===== src/rtl/pcpi_dispatch_if.sv =====
// Bus bundle between the CPU PCPI port, the dispatcher and the two coprocessor cores.
// The dispatcher takes the slave view; the environment (CPU + cores) takes the master view.
interface pcpi_dispatch_if;
  logic        pcpi_valid;
  logic [31:0] pcpi_insn;
  logic [31:0] pcpi_rs1;
  logic [31:0] pcpi_rs2;
  logic        pcpi_ready;
  logic        pcpi_wr;
  logic [31:0] pcpi_rd;
  logic        pcpi_wait;

  logic        a_valid;
  logic [31:0] a_insn;
  logic [31:0] a_rs1;
  logic [31:0] a_rs2;
  logic        a_ready;
  logic [31:0] a_rd;
  logic        a_wr;

  logic        b_valid;
  logic [31:0] b_insn;
  logic [31:0] b_rs1;
  logic [31:0] b_rs2;
  logic        b_ready;
  logic [31:0] b_rd;
  logic        b_wr;

  modport slave (
    input  pcpi_valid, pcpi_insn, pcpi_rs1, pcpi_rs2,
    output pcpi_ready, pcpi_wr, pcpi_rd, pcpi_wait,
    output a_valid, a_insn, a_rs1, a_rs2,
    input  a_ready, a_rd, a_wr,
    output b_valid, b_insn, b_rs1, b_rs2,
    input  b_ready, b_rd, b_wr
  );

  modport master (
    output pcpi_valid, pcpi_insn, pcpi_rs1, pcpi_rs2,
    input  pcpi_ready, pcpi_wr, pcpi_rd, pcpi_wait,
    input  a_valid, a_insn, a_rs1, a_rs2,
    output a_ready, a_rd, a_wr,
    input  b_valid, b_insn, b_rs1, b_rs2,
    output b_ready, b_rd, b_wr
  );
endinterface


===== src/rtl/pcpi_dispatch.sv =====
// Routes claimed PCPI instructions to core A (funct3[2]=0) or core B (funct3[2]=1) with a WAIT timeout.
// Define PCPI_DISPATCH_STATS_EN to add the cnt_a / cnt_b / cnt_abort statistics outputs.
module pcpi_dispatch #(
  parameter int unsigned TIMEOUT = 64,
  parameter logic [6:0]  FUNCT7  = 7'b0000001
) (
  input  logic           clk,
  input  logic           reset,
  pcpi_dispatch_if.slave bus,
  output logic           err_timeout
`ifdef PCPI_DISPATCH_STATS_EN
  ,
  output logic [15:0]    cnt_a,
  output logic [15:0]    cnt_b,
  output logic [7:0]     cnt_abort
`endif
);
  localparam int unsigned DATA_W   = 32;
  localparam logic [6:0]  OPCODE   = 7'b0110011;
  localparam logic [7:0]  TMO_LAST = 8'(TIMEOUT - 1);

  typedef enum logic [2:0] {S_IDLE, S_ISSUE, S_WAIT, S_DONE, S_ABORT} state_t;

  state_t            state;
  logic              blk;
  logic              tgt_b;
  logic [7:0]        tmo_cnt;
  logic [DATA_W-1:0] insn_q, rs1_q, rs2_q, rd_q;
  logic              ready_q, wr_q, wait_q, a_valid_q, b_valid_q, err_q;

  logic              match;
  logic              tgt_ready;
  logic              tgt_wr;
  logic [DATA_W-1:0] tgt_rd;

  assign match     = (bus.pcpi_insn[6:0] == OPCODE) && (bus.pcpi_insn[31:25] == FUNCT7);
  assign tgt_ready = tgt_b ? bus.b_ready : bus.a_ready;
  assign tgt_rd    = tgt_b ? bus.b_rd    : bus.a_rd;
  assign tgt_wr    = tgt_b ? bus.b_wr    : bus.a_wr;

`ifdef PCPI_DISPATCH_STATS_EN
  function automatic logic [7:0] sat_inc8(input logic [7:0] v);
    return (v == 8'hFF) ? v : v + 8'd1;
  endfunction
`endif

  // blk suppresses the accept in the IDLE cycle that follows DONE, while the CPU still holds pcpi_valid
  always_ff @(posedge clk or posedge reset) begin
    if (reset) begin
      state     <= S_IDLE;
      blk       <= 1'b0;
      tgt_b     <= 1'b0;
      tmo_cnt   <= '0;
      insn_q    <= '0;
      rs1_q     <= '0;
      rs2_q     <= '0;
      rd_q      <= '0;
      ready_q   <= 1'b0;
      wr_q      <= 1'b0;
      wait_q    <= 1'b0;
      a_valid_q <= 1'b0;
      b_valid_q <= 1'b0;
      err_q     <= 1'b0;
`ifdef PCPI_DISPATCH_STATS_EN
      cnt_a     <= '0;
      cnt_b     <= '0;
      cnt_abort <= '0;
`endif
    end else begin
      case (state)
        S_IDLE: begin
          blk <= 1'b0;
          if (bus.pcpi_valid && match && !blk) begin
            insn_q    <= bus.pcpi_insn;
            rs1_q     <= bus.pcpi_rs1;
            rs2_q     <= bus.pcpi_rs2;
            tgt_b     <= bus.pcpi_insn[14];
            a_valid_q <= !bus.pcpi_insn[14];
            b_valid_q <= bus.pcpi_insn[14];
            wait_q    <= 1'b1;
            state     <= S_ISSUE;
          end
        end

        S_ISSUE: begin
          if (!bus.pcpi_valid) begin
            a_valid_q <= 1'b0;
            b_valid_q <= 1'b0;
            wait_q    <= 1'b0;
            insn_q    <= '0;
            rs1_q     <= '0;
            rs2_q     <= '0;
            state     <= S_IDLE;
          end else begin
            tmo_cnt <= '0;
            state   <= S_WAIT;
          end
        end

        S_WAIT: begin
          if (!bus.pcpi_valid || tgt_ready || (tmo_cnt == TMO_LAST)) begin
            a_valid_q <= 1'b0;
            b_valid_q <= 1'b0;
            wait_q    <= 1'b0;
            insn_q    <= '0;
            rs1_q     <= '0;
            rs2_q     <= '0;
          end
          // a CPU abandon wins over everything; a ready in the timeout cycle still completes
          if (!bus.pcpi_valid) begin
            state <= S_IDLE;
          end else if (tgt_ready) begin
            rd_q    <= tgt_rd;
            wr_q    <= tgt_wr;
            ready_q <= 1'b1;
            state   <= S_DONE;
`ifdef PCPI_DISPATCH_STATS_EN
            if (tgt_b) cnt_b <= cnt_b + 16'd1;
            else       cnt_a <= cnt_a + 16'd1;
`endif
          end else if (tmo_cnt == TMO_LAST) begin
            err_q <= 1'b1;
            state <= S_ABORT;
`ifdef PCPI_DISPATCH_STATS_EN
            cnt_abort <= sat_inc8(cnt_abort);
`endif
          end else begin
            tmo_cnt <= tmo_cnt + 8'd1;
          end
        end

        S_DONE: begin
          ready_q <= 1'b0;
          rd_q    <= '0;
          wr_q    <= 1'b0;
          blk     <= 1'b1;
          state   <= S_IDLE;
        end

        S_ABORT: begin
          if (!bus.pcpi_valid) state <= S_IDLE;
        end

        default: state <= S_IDLE;
      endcase
    end
  end

  assign bus.pcpi_ready = ready_q;
  assign bus.pcpi_wr    = wr_q;
  assign bus.pcpi_rd    = rd_q;
  assign bus.pcpi_wait  = wait_q;
  assign bus.a_valid    = a_valid_q;
  assign bus.a_insn     = insn_q;
  assign bus.a_rs1      = rs1_q;
  assign bus.a_rs2      = rs2_q;
  assign bus.b_valid    = b_valid_q;
  assign bus.b_insn     = insn_q;
  assign bus.b_rs1      = rs1_q;
  assign bus.b_rs2      = rs2_q;
  assign err_timeout    = err_q;
endmodule


===== src/flat_wrapper.sv =====
// flat-port wrapper written by rule: the top's interface ports become plain ports
module pcpi_dispatch_flat 
#(
  parameter int unsigned TIMEOUT = 64,
  parameter logic [6:0]  FUNCT7  = 7'b0000001
)
  (clk, reset, err_timeout, bus_pcpi_valid, bus_pcpi_insn, bus_pcpi_rs1, bus_pcpi_rs2, bus_pcpi_ready, bus_pcpi_wr, bus_pcpi_rd, bus_pcpi_wait, bus_a_valid, bus_a_insn, bus_a_rs1, bus_a_rs2, bus_a_ready, bus_a_rd, bus_a_wr, bus_b_valid, bus_b_insn, bus_b_rs1, bus_b_rs2, bus_b_ready, bus_b_rd, bus_b_wr);
  pcpi_dispatch_if bus_i ();
  input  logic clk;
  input  logic reset;
  output logic err_timeout;
  input wire logic [$bits(bus_i.pcpi_valid)-1:0] bus_pcpi_valid;
  input wire logic [$bits(bus_i.pcpi_insn)-1:0] bus_pcpi_insn;
  input wire logic [$bits(bus_i.pcpi_rs1)-1:0] bus_pcpi_rs1;
  input wire logic [$bits(bus_i.pcpi_rs2)-1:0] bus_pcpi_rs2;
  output wire logic [$bits(bus_i.pcpi_ready)-1:0] bus_pcpi_ready;
  output wire logic [$bits(bus_i.pcpi_wr)-1:0] bus_pcpi_wr;
  output wire logic [$bits(bus_i.pcpi_rd)-1:0] bus_pcpi_rd;
  output wire logic [$bits(bus_i.pcpi_wait)-1:0] bus_pcpi_wait;
  output wire logic [$bits(bus_i.a_valid)-1:0] bus_a_valid;
  output wire logic [$bits(bus_i.a_insn)-1:0] bus_a_insn;
  output wire logic [$bits(bus_i.a_rs1)-1:0] bus_a_rs1;
  output wire logic [$bits(bus_i.a_rs2)-1:0] bus_a_rs2;
  input wire logic [$bits(bus_i.a_ready)-1:0] bus_a_ready;
  input wire logic [$bits(bus_i.a_rd)-1:0] bus_a_rd;
  input wire logic [$bits(bus_i.a_wr)-1:0] bus_a_wr;
  output wire logic [$bits(bus_i.b_valid)-1:0] bus_b_valid;
  output wire logic [$bits(bus_i.b_insn)-1:0] bus_b_insn;
  output wire logic [$bits(bus_i.b_rs1)-1:0] bus_b_rs1;
  output wire logic [$bits(bus_i.b_rs2)-1:0] bus_b_rs2;
  input wire logic [$bits(bus_i.b_ready)-1:0] bus_b_ready;
  input wire logic [$bits(bus_i.b_rd)-1:0] bus_b_rd;
  input wire logic [$bits(bus_i.b_wr)-1:0] bus_b_wr;
  assign bus_i.pcpi_valid = bus_pcpi_valid;
  assign bus_i.pcpi_insn = bus_pcpi_insn;
  assign bus_i.pcpi_rs1 = bus_pcpi_rs1;
  assign bus_i.pcpi_rs2 = bus_pcpi_rs2;
  assign bus_pcpi_ready = bus_i.pcpi_ready;
  assign bus_pcpi_wr = bus_i.pcpi_wr;
  assign bus_pcpi_rd = bus_i.pcpi_rd;
  assign bus_pcpi_wait = bus_i.pcpi_wait;
  assign bus_a_valid = bus_i.a_valid;
  assign bus_a_insn = bus_i.a_insn;
  assign bus_a_rs1 = bus_i.a_rs1;
  assign bus_a_rs2 = bus_i.a_rs2;
  assign bus_i.a_ready = bus_a_ready;
  assign bus_i.a_rd = bus_a_rd;
  assign bus_i.a_wr = bus_a_wr;
  assign bus_b_valid = bus_i.b_valid;
  assign bus_b_insn = bus_i.b_insn;
  assign bus_b_rs1 = bus_i.b_rs1;
  assign bus_b_rs2 = bus_i.b_rs2;
  assign bus_i.b_ready = bus_b_ready;
  assign bus_i.b_rd = bus_b_rd;
  assign bus_i.b_wr = bus_b_wr;
  pcpi_dispatch #(.TIMEOUT(TIMEOUT), .FUNCT7(FUNCT7)) u_core (.clk(clk), .reset(reset), .bus(bus_i), .err_timeout(err_timeout));
endmodule

===== config.mk =====
export PLATFORM = sky130hd
export DESIGN_NAME = pcpi_dispatch_flat
export DESIGN_NICKNAME = d
export VERILOG_FILES = /design/src/rtl/pcpi_dispatch_if.sv /design/src/rtl/pcpi_dispatch.sv /design/src/flat_wrapper.sv
export SDC_FILE = /design/constraint.sdc
export NUM_CORES = 1
export LEC_CHECK = 0
export CAP_MARGIN = 20
export CORE_MARGIN = 8
export CORE_UTILIZATION = 35
export CTS_BUF_LIST = sky130_fd_sc_hd__clkbuf_8
export CTS_CLUSTER_DIAMETER = 50
export CTS_CLUSTER_SIZE = 25
export DETAILED_ROUTE_END_ITERATION = 6
export PLACE_DENSITY = 0.78
export SKIP_CTS_REPAIR_TIMING = 1
export SYNTH_ARGS = -nofsm -noshare
export SYNTH_HDL_FRONTEND = slang
export SYNTH_SLANG_ARGS = --single-unit

===== constraint.sdc =====
create_clock -name clk -period 9.2 [get_ports clk]
set_clock_uncertainty 0.15 [all_clocks]
set_input_delay 2.3 -clock clk [delete_from_list [all_inputs] [get_ports clk]]
set_output_delay 2.3 -clock clk [all_outputs]
set_load 0.1 [all_outputs]

* Word-level counts from Yosys, hierarchy flattened
Index checks and enable logic that the tools add are counted.
Widths: inputs -> output; s select.
** Storage, ports and cells
- Word-level logic and storage cells :: 93
- Output and inout port bits :: 230
- Input bits :: 167
- Bits in registers :: 147
** Operators by class
- Reductions and logical operators :: 19
- Bitwise operators :: 1
- Add/sub/neg operators :: 1
- Equal/unequal tests :: 17
- Muxes and demuxes :: 41
** Operators by type and width (count)
- $pmux 32 s3 :: 3
- $mux 32 :: 8
- $pmux 32 s2 :: 1
- $mux 8 :: 4
- $pmux 8 s2 :: 1
- $mux 3 :: 5
- $ne 2x2->1 const B :: 6
- $pmux 3 s4 :: 1
- $mux 1 :: 11
- $pmux 1 s3 :: 3
- $add 8x1->8 const B :: 1
- $eq 8x6->1 const B :: 1
- $reduce_and 4->1 :: 2
- $eq 7x1->1 const B :: 1
- $eq 7x6->1 const B :: 1
- $eq 3x2->1 const B :: 2
- $ne 2x1->1 const B :: 3
- $pmux 1 s2 :: 3
- $reduce_and 3->1 :: 2
- $reduce_bool 2->1 :: 3
- $reduce_and 5->1 :: 1
- $ne 4x2->1 const B :: 1
- $eq 3x1->1 const B :: 1
- $eq 3x3->1 const B :: 1
- 8 further kinds :: 13

* Logic depth before layout (Yosys ltp)
Gate-level depths: netlist of the first run.
- Word-level depth :: 6
- Depth in mapped cells :: 9
- Mapped depth without buffers :: 6

* Worst setup path after synthesis of the first run
Ideal clock, no wire load.
- Path type :: input -> register
- From :: input port bus_pcpi_insn[31]
- To :: register u_core.insn_q[0], in the netlist u_core.bus.a_insn[0]
- Data arrival time :: 3680 ps
- Path slack :: 5241 ps
- Stages on the path :: 7
- Required time :: 8922 ps
- Path buffers :: 2
- Library setup time :: 128 ps
- Cell sequence :: nand4bb_1 -> nor4_1 -> a31oi_1 -> or3b_1 -> buf_2 -> buf_6 -> mux2_1
** Between the ends
- Cells in the longest elaborated chain, start to end :: 6
** RTL lines
- from (decl) :: line flat_wrapper.sv:13 : input wire logic [$bits(bus_i.pcpi_insn)-1:0] bus_pcpi_insn;
- $eq 7x1->1 :: line pcpi_dispatch.sv:36 : assign match = (bus.pcpi_insn[6:0] == OPCODE) && (bus.pcpi_insn[31:25] == FUNCT7);
- $logic_and 1x1->1 :: line pcpi_dispatch.sv:36
- $logic_and 1x1->1 (2 in series) :: line pcpi_dispatch.sv:73 : if (bus.pcpi_valid && match && !blk) begin
- $ne 2x1->1 (no source line)
- $reduce_and 4->1 (no source line)
- to (signal assigned) :: line pcpi_dispatch.sv:74 : insn_q <= bus.pcpi_insn;
- to (decl) :: line pcpi_dispatch.sv:28 : logic [DATA_W-1:0] insn_q, rs1_q, rs2_q, rd_q;
Every way passes these cells.
A chain may end at the register's enable or synchronous reset.

* Worst setup path in the final report of the first run
- From :: input port bus_a_ready
- To :: register u_core.insn_q[0], in the netlist u_core.bus.a_insn[0]
** Between the ends
- Cells in the longest elaborated chain, start to end :: 5
** RTL lines
- from (decl) :: line flat_wrapper.sv:24 : input wire logic [$bits(bus_i.a_ready)-1:0] bus_a_ready;
- $mux 1 :: line pcpi_dispatch.sv:37 : assign tgt_ready = tgt_b ? bus.b_ready : bus.a_ready;
- $logic_or 1x1->1 (2 in series) :: line pcpi_dispatch.sv:101 : if (!bus.pcpi_valid || tgt_ready || (tmo_cnt == TMO_LAST)) begin
- $ne 2x1->1 (no source line)
- $reduce_and 4->1 (no source line)
Every way passes these cells.

==> results of run 1 <==
per-stage QoR:
stage	cell area, um^2	instances	utilization (%)	setup WS (ns)
global placement	10640	1253	52.77	3.591
finish	11050	1285	54.77	4.053
global route	11050	1285	54.77	3.910
CTS	11050	1285	54.77	4.056
floorplan	7178	713	-	2.827
detailed placement	10640	1253	52.77	3.557
kinds of logic (layout without fill, tap and decap cells):
kind of cell | count (synthesis) | after routing | synth area share, %
AND/OR/NAND/NOR | 167 | 167 | 10.23
multiplexers | 123 | 123 | 17.34
adder cells (fa/ha/maj) | 1 | 1 | 0.1743
flip-flops | 146 | 146 | 50.90
buffers and inverters | 215 | 517 | 16.80
XOR/XNOR | 1 | 1 | 0.1220
AO/OA/AOI/OAI | 60 | 60 | 4.427
flip-flops by register name, summed over array words and instances, names as in the netlist:
| name | flops |
|---|---|
| u_core.bus.pcpi_wait | 1 |
| u_core.bus.a_rs2 | 32 |
| u_core.bus.pcpi_rd | 32 |
| u_core.tgt_b | 1 |
| u_core.blk | 1 |
| u_core.err_timeout | 1 |
| u_core.bus.a_rs1 | 32 |
| u_core.tmo_cnt | 8 |
| u_core.bus.a_insn | 32 |
| u_core.bus.a_valid | 1 |
| u_core.bus.pcpi_ready | 1 |
| u_core.bus.pcpi_wr | 1 |
| u_core.state | 3 |
synthesized netlist by cell type (all sizes together) (2+ instances only):
cell | number | area, um^2
a21oi | 9 | 45.04
dfrtp | 146 | 3654
or4 | 3 | 22.52
o21bai | 2 | 15.01
o21ai | 44 | 220.2
mux2 | 8 | 93.84
or3 | 5 | 31.28
nand4bb | 2 | 22.52
inv | 85 | 319.1
nand3 | 3 | 15.01
o31ai | 3 | 22.52
nand2 | 128 | 480.5
and2 | 10 | 62.56
clkbuf | 20 | 75.07
nor2b | 2 | 12.51
nand2b | 5 | 31.28
nor4 | 2 | 12.51
buf | 110 | 812.0
nor3 | 2 | 10.01
mux2i | 115 | 1151
final timing paths:
kind,cells after the start,endpoint,startpoint,slack (ns)
worst min-delay path,2,u_core.bus.pcpi_rd[31],u_core.bus.pcpi_rd[31],0.34
worst max register to register,6,u_core.bus.a_insn[0],u_core.tgt_b,5.22
worst max-delay path,7,u_core.bus.a_insn[0],bus_a_ready,4.05
max in group asynchronous,3,u_core.tgt_b,reset,5.23
worst min register to register,2,u_core.bus.pcpi_rd[31],u_core.bus.pcpi_rd[31],0.34
min in group asynchronous,2,u_core.bus.a_rs2[1],reset,2.19
layout make-up:
class                      instances  area (um^2)  area share, %
clock inverter                    15        170.2          1.540
tap                              270        337.8          3.058
sequential                       146         3655          33.08
inverter                          85        324.1          2.934
multi-input combinational        352         2332          21.11
timing repair buffer             400         3994          36.15
clock buffer                      17        234.0          2.118
routing by layer:
metal	track usage [%]	share of wire [%]
met4	3.902	0.99
met5	0	0
met1	19.87	40
met2	30.56	50
met3	8.040	9.6
critical path, delay by kind of cell:
kind	cells	cell delay [ns]
buffers and inverters	2	1.25
AND/OR/NAND/NOR	3	1.00
multiplexers	2	0.68
==> results.json, run 1 <==
{
  "fin_crit_sh_pct": 55.95,
  "grt_pass1_wl_mm": 35.78,
  "ys_seq_area_share_pct": 50.90,
  "dieHeight_um": 159.2,
  "cts_max_level": 4,
  "antenna_found_initial": 0,
  "ys.warnings.count": 0,
  "critPathKind": "in -> reg",
  "max_freq_ghz": 0.1943,
  "num_vias": 5736,
  "route.final.wire_length_mm": 22.49,
  "ios": 397,
  "io_buffers": 396,
  "firstDrtPassIters": 6,
  "grt-ovfl-total": 0,
  "cts.sink_count": 146,
  "die_area_um2": 25350,
  "start_kind": "input pin",
  "finalSetupViolations": 0,
  "rsz0062_at_grt": "false",
  "ant_nets": 0,
  "synth-seq-cells": 146,
  "grt_max_degree": 76,
  "area_delta_synth_final_pct": 53.90,
  "start_util_pct": 35.59,
  "grt_pass1_vias": 6120,
  "gr-usage-all-layers_pct": 17.76,
  "required_ns": 9.38,
  "drt_iter0_drc": 306,
  "drive_above_1_share_pct": 4.138,
  "clockBufferDepth": 2,
  "cts_buffers": 17,
  "layout_common_cells": "clkdlybuf4s50_1 (396), dfrtp_1 (145), nand2_1 (128)",
  "cp_data_arrival_time_ns": 5.33,
  "row_count": 52,
  "final_common_cell": "clkdlybuf4s50_1",
  "min-delay-path-class": "reg -> reg",
  "status": "finished clean",
  "ys_types": 34,
  "synth-edff-count": 0,
  "fillers": 1793,
  "whs_ns": 0.3367,
  "synth.avg_cell_area_um2": 10.07,
  "slowest_stage": "buf_4",
  "gp_congestion": 0.7788,
  "antennaDiodeCount": 0,
  "coreArea_um2": 20170,
  "layout_min_cycle_time_ns": 5.147,
  "slew_headroom_pct": 26.92,
  "synthFlopType": "dfrtp_1",
  "tns_ns": 0,
  "critPathMaxFanout": 63,
  "end_kind": "register",
  "finalNetCount": 1170,
  "drv_cap": 0,
  "clockRootBuffer": "clkbuf_8",
  "synthesis.instances": 713,
  "hpwlAfterDp_mm": 17.55,
  "wl_per_cell_um": 17.51,
  "finalMaxSlewViolations": 0,
  "clock_latency_ns": 0.44,
  "syn-cell-area_um2": 7178,
  "tightest_slew_ns": 1.093,
  "cp_cell_sequence": "clkdlybuf4s50_1 > mux2_4 > nor3_1 > nand2_1 > or3b_4 > buf_4 > mux2_1",
  "synth.net_count": 881,
  "cts_tree": "done",
  "critical-path-max-stage-delay_ns": 0.83,
  "drc": 0,
  "dieWidth_um": 159.2,
  "via_per_inst": 4.464,
  "ys_async_sr_fraction_pct": 100.0,
  "clk_pin_slew_ns": 0.09,
  "finalHoldViolations": 0
}
Power of run 1 is left out: the tool's default activity adds up to more than one toggle a clock period on the data nets, which glitch-free logic cannot reach.
==> run 2: changes to the inputs <==
--- a/config.mk
+++ b/config.mk
@@ -12,7 +12,7 @@
 export CTS_CLUSTER_DIAMETER = 50
 export CTS_CLUSTER_SIZE = 25
 export DETAILED_ROUTE_END_ITERATION = 6
-export PLACE_DENSITY = 0.78
+export PLACE_DENSITY = 0.81
 export SKIP_CTS_REPAIR_TIMING = 1
 export SYNTH_ARGS = -nofsm -noshare
 export SYNTH_HDL_FRONTEND = slang
==> constraint.sdc (replaced) <==
create_clock -name clk -period 4.25 [get_ports clk]
set_clock_uncertainty 0.15 [all_clocks]
set_input_delay 1.0625 -clock clk [delete_from_list [all_inputs] [get_ports clk]]
set_output_delay 1.0625 -clock clk [all_outputs]
set_load 0.1 [all_outputs]
==> run 2 against run 1 <==
Against the previous run:
- utilization rose by 0.55 points
- hold slack got worse by 0.0085 ns
- sequential share of layout area fell by 0.33 points
- sequential cell count did not move
- critical endpoint is now bus_a_insn[29]
==> results.json, run 2 (synthesized netlist as in run 1, its figures left out) <==
{
  "status": "finished clean",
  "grt-ovfl-total": 0,
  "io_buffers": 396,
  "via_per_inst": 4.517,
  "ant_nets": 0,
  "route.final.wire_length_mm": 22.84,
  "cp_cell_sequence": "clkdlybuf4s50_1",
  "cts_tree": "done",
  "cp_top_family": "buffers and inverters",
  "grt_pass1_vias": 6352,
  "cts_max_level": 4,
  "startpoint": "u_core.bus.a_insn[29]",
  "min-delay-path-class": "reg -> reg",
  "finalMaxSlewViolations": 0,
  "cts_buffers": 17,
  "rr_worst_depth": 5,
  "drt_iter0_drc": 289,
  "critPathMaxFanout": 3,
  "slew_headroom_pct": 30.54,
  "gp_congestion": 0.8208,
  "crit_buf_inv": 1,
  "grt_pass1_wl_mm": 36.37,
  "coreArea_um2": 20170,
  "hold_end": "u_core.bus.pcpi_rd[25]",
  "r2r_start": "u_core.state[0]",
  "critical-path-max-stage-delay_ns": 1.18,
  "critPathKind": "reg -> out",
  "end_kind": "primary output",
  "layout_min_cycle_time_ns": 3.275,
  "tns_ns": 0,
  "final_common_cell": "clkdlybuf4s50_1",
  "finalSetupViolations": 0,
  "drv_cap": 0,
  "firstDrtPassIters": 4,
  "finalHoldViolations": 0,
  "layout_common_cells": "clkdlybuf4s50_1 (392), dfrtp_1 (145), nand2_1 (128)",
  "antenna_found_initial": 1,
  "gr-usage-all-layers_pct": 17.93,
  "dieHeight_um": 159.2,
  "cp_data_arrival_time_ns": 2.06,
  "hp-start": "u_core.bus.pcpi_rd[25]",
  "cts.sink_count": 146,
  "row_count": 52,
  "ios": 397,
  "fin_crit_sh_pct": 77.05,
  "die_area_um2": 25350,
  "wl_per_cell_um": 17.69,
  "num_vias": 5831,
  "rr_endpoint": "u_core.tmo_cnt[7]",
  "rsz0062_at_grt": "false",
  "start_kind": "register",
  "min_delay_path_depth": 2,
  "reg2reg_slack_ns": 1.75,
  "clk_pin_slew_ns": 0.08,
  "drive_above_1_share_pct": 4.902,
  "slowest_stage": "clkdlybuf4s50_1",
  "drc": 0,
  "max_freq_ghz": 0.3054,
  "clockBufferDepth": 2,
  "finalNetCount": 1175,
  "hpwlAfterDp_mm": 18.06,
  "tightest_slew_ns": 1.039,
  "grt_max_degree": 71,
  "clockRootBuffer": "clkbuf_8",
  "clock_latency_ns": 0.43,
  "area_delta_synth_final_pct": 55.45,
  "start_util_pct": 35.59,
  "required_ns": 3.04,
  "dieWidth_um": 159.2
}
-- run 2: cell types whose count changed in the layout (fill, tap and decap cells not counted), sizes merged --
| cell | delta |
|---|---|
| buf | +9 |
| bufinv | +2 |
| clkbuf | +1 |
| clkdlybuf4s50 | -4 |
| clkinv | +5 |
| clkinvlp | -1 |
| diode | +1 |
| inv | -7 |
-- run 2: layout make-up --
type,instances,area (um^2)
multi-input combinational,352,2332
timing repair buffer,405,4071
sequential,146,3655
clock inverter,14,188.9
tap,270,337.8
antenna,1,2.502
inverter,85,322.8
fill,1763,9011
clock buffer,18,247.7
-- run 2: metal layers --
metal	vias to the layer above	global-route usage (%)	wire length (um)
li1	2767	-	-
met1	2762	19.34	8785
met2	279	32.13	11680
met3	23	6.618	1950
met4	0	5.489	416
met5	-	0	0
-- run 2: per-stage QoR --
step           cells  instance area [um^2]  setup slack, ns  hold slack (ns)  util (%)
2_1_floorplan    713                  7182            1.204           0.3260         -
3_3_place_gp    1258                 10720           0.6262           0.3082     53.15
3_5_place_dp    1258                 10720           0.6165           0.3191     53.15
4_1_cts         1290                 11160           0.9162           0.3371     55.31
5_1_grt         1291                 11160           0.8958           0.3579     55.32
6_report        1291                 11160           0.9755           0.3282     55.32
-- run 2: tightest hold or removal path: stages (launching register included) --
cell	delay [ns]
dfrtp_1	0.35
nand2_1	0.04
o21ai_0	0.06
-- run 2: worst max path at each step --
stage                     depth (start not counted)  slack, ns                   end
final                                             1       0.98        bus_a_insn[29]
after global routing                              1       0.90          bus_b_rs2[8]
after CTS                                         1       0.92        bus_b_insn[29]
after detailed placement                          7       0.62  u_core.bus.a_insn[1]
after global placement                            7       0.63  u_core.bus.a_insn[1]
after floorplan                                   1       1.20            u_core.blk
Power of run 2 is left out for the same reason.
==> run 3: changes to the inputs <==
--- a/config.mk
+++ b/config.mk
@@ -12,7 +12,7 @@
 export CTS_CLUSTER_DIAMETER = 50
 export CTS_CLUSTER_SIZE = 25
 export DETAILED_ROUTE_END_ITERATION = 6
-export PLACE_DENSITY = 0.81
+export PLACE_DENSITY = 0.78
 export SKIP_CTS_REPAIR_TIMING = 1
 export SYNTH_ARGS = -nofsm -noshare
 export SYNTH_HDL_FRONTEND = slang
==> constraint.sdc (replaced) <==
create_clock -name clk -period 3.3 [get_ports clk]
set_clock_uncertainty 0.15 [all_clocks]
set_input_delay 0.825 -clock clk [delete_from_list [all_inputs] [get_ports clk]]
set_output_delay 0.825 -clock clk [all_outputs]
set_load 0.1 [all_outputs]
==> run 3 against run 2 <==
Against the previous run:
- utilization fell by 2.3 points
- non-clock buffer count rose by 15
- clock-buffer cell count did not move
- critical path depth rose by 6
==> results.json, run 3 (synthesized netlist as in run 1, its figures left out) <==
{
  "seq_area_um2": 3655,
  "fin_crit_sh_pct": 85.98,
  "end_kind": "register",
  "min-delay-path-class": "reg -> reg",
  "drive_above_1_share_pct": 28.31,
  "gr-usage-all-layers_pct": 17.76,
  "layout_min_cycle_time_ns": 2.837,
  "cts_buffers": 17,
  "cp_cell_sequence": "clkdlybuf4s50_1 > nor4b_1 > buf_4 > a31oi_1 > or3b_4 > buf_12 > mux2_1",
  "route.final.wire_length_mm": 22.56,
  "critPathKind": "in -> reg",
  "clk_pin_slew_ns": 0.09,
  "wl_per_cell_um": 17.29,
  "layout_common_cells": "buf_4 (249), clkdlybuf4s50_1 (166), dfrtp_1 (145)",
  "critPathMaxFanout": 30,
  "drt_iter0_drc": 241,
  "gp_congestion": 0.7952,
  "final_common_cell": "buf_4",
  "clockBufferDepth": 2,
  "finalSetupViolations": 0,
  "start_kind": "input pin",
  "rsz0062_at_grt": "false",
  "cp_data_arrival_time_ns": 3.01,
  "ios": 397,
  "finalNetCount": 1190,
  "drv_cap": 0,
  "required_ns": 3.48,
  "cts_max_level": 4,
  "via_per_inst": 4.448,
  "grt_pass1_wl_mm": 36.14,
  "cts_tree": "done",
  "antenna_found_initial": 0,
  "status": "finished clean",
  "slew_headroom_pct": 64.84,
  "row_count": 52,
  "start_util_pct": 35.59,
  "grt_max_degree": 87,
  "slowest_stage": "nor4b_1",
  "critical-path-max-stage-delay_ns": 0.51,
  "multi_input_area_um2": 2332,
  "finalMaxSlewViolations": 0,
  "tightest_slew_ns": 0.5201,
  "hpwlAfterDp_mm": 18.09,
  "firstDrtPassIters": 7,
  "clock_latency_ns": 0.44,
  "fillers": 1880,
  "coreArea_um2": 20170,
  "die_area_um2": 25350,
  "max_freq_ghz": 0.3525,
  "finalHoldViolations": 0,
  "clockRootBuffer": "clkbuf_8",
  "dieHeight_um": 159.2,
  "drc": 0,
  "area_delta_synth_final_pct": 49.00,
  "antennaDiodeCount": 0,
  "tns_ns": 0,
  "cts.sink_count": 146,
  "ant_nets": 0,
  "whs_ns": 0.3328,
  "crit_buf_inv": 3,
  "num_vias": 5805,
  "grt_pass1_vias": 6338,
  "grt-ovfl-total": 0,
  "io_buffers": 396,
  "dieWidth_um": 159.2,
  "cp_top_family": "simple AND/OR/NAND/NOR gates"
}
[run 3: cell count changes in the layout (fill, tap and decap cells not counted), sizes merged]
cell and delta:
diode -1, clkdlybuf4s50 -226, clkinvlp +2, bufinv -2
buf +241, clkinv -3, inv +3
[run 3: worst paths after layout]
check / end / from / slack [ns] / cells past startpoint
worst max-delay path: u_core.bus.pcpi_wait / bus_pcpi_insn[28] / 0.46 / 7
worst min-delay path: u_core.bus.pcpi_rd[21] / u_core.bus.pcpi_rd[21] / 0.33 / 2
worst max register to register: u_core.bus.pcpi_wait / u_core.tmo_cnt[0] / 0.97 / 7
worst min register to register: u_core.bus.pcpi_rd[21] / u_core.bus.pcpi_rd[21] / 0.33 / 2
max in group asynchronous: u_core.bus.a_insn[31] / reset / 1.88 / 3
min in group asynchronous: u_core.err_timeout / reset / 0.70 / 3
[run 3: worst min-delay path, delay by kind of cell (launching register included)]
| kind | cells | cell delay, ns |
|---|---|---|
| flip-flops | 1 | 0.35 |
| AO/OA/AOI/OAI | 1 | 0.06 |
| AND/OR/NAND/NOR | 1 | 0.04 |
[run 3: area by class of cell]
cell class                      instances  share of cell area, %
Inverter                               85                  3.018
Clock buffer                           18                  2.316
Timing Repair Buffer                  420                  33.95
Tap cell                              270                  3.159
Sequential cell                       146                  34.17
Clock inverter                         14                  1.579
Multi-Input combinational cell        352                  21.81
[run 3: metal layers]
layer,share of wire (%),vias up,global-route usage [%]
li1,-,2799,-
met1,39,2725,19.88
met2,51,269,30.87
met3,9.5,12,7.291
met4,0.99,0,4.374
met5,0,-,0
[run 3: stage by stage]
stage,utilization [%],setup slack [ns],instance area (um^2),instances
after detailed placement,50.96,0.02466,10280,1273
after global routing,53.03,0.3573,10700,1305
after global placement,50.96,0.02254,10280,1273
after floorplan,-,0.4920,7182,713
final,53.03,0.4628,10700,1305
after CTS,53.03,0.4999,10700,1305
Power of run 3 is left out for the same reason.
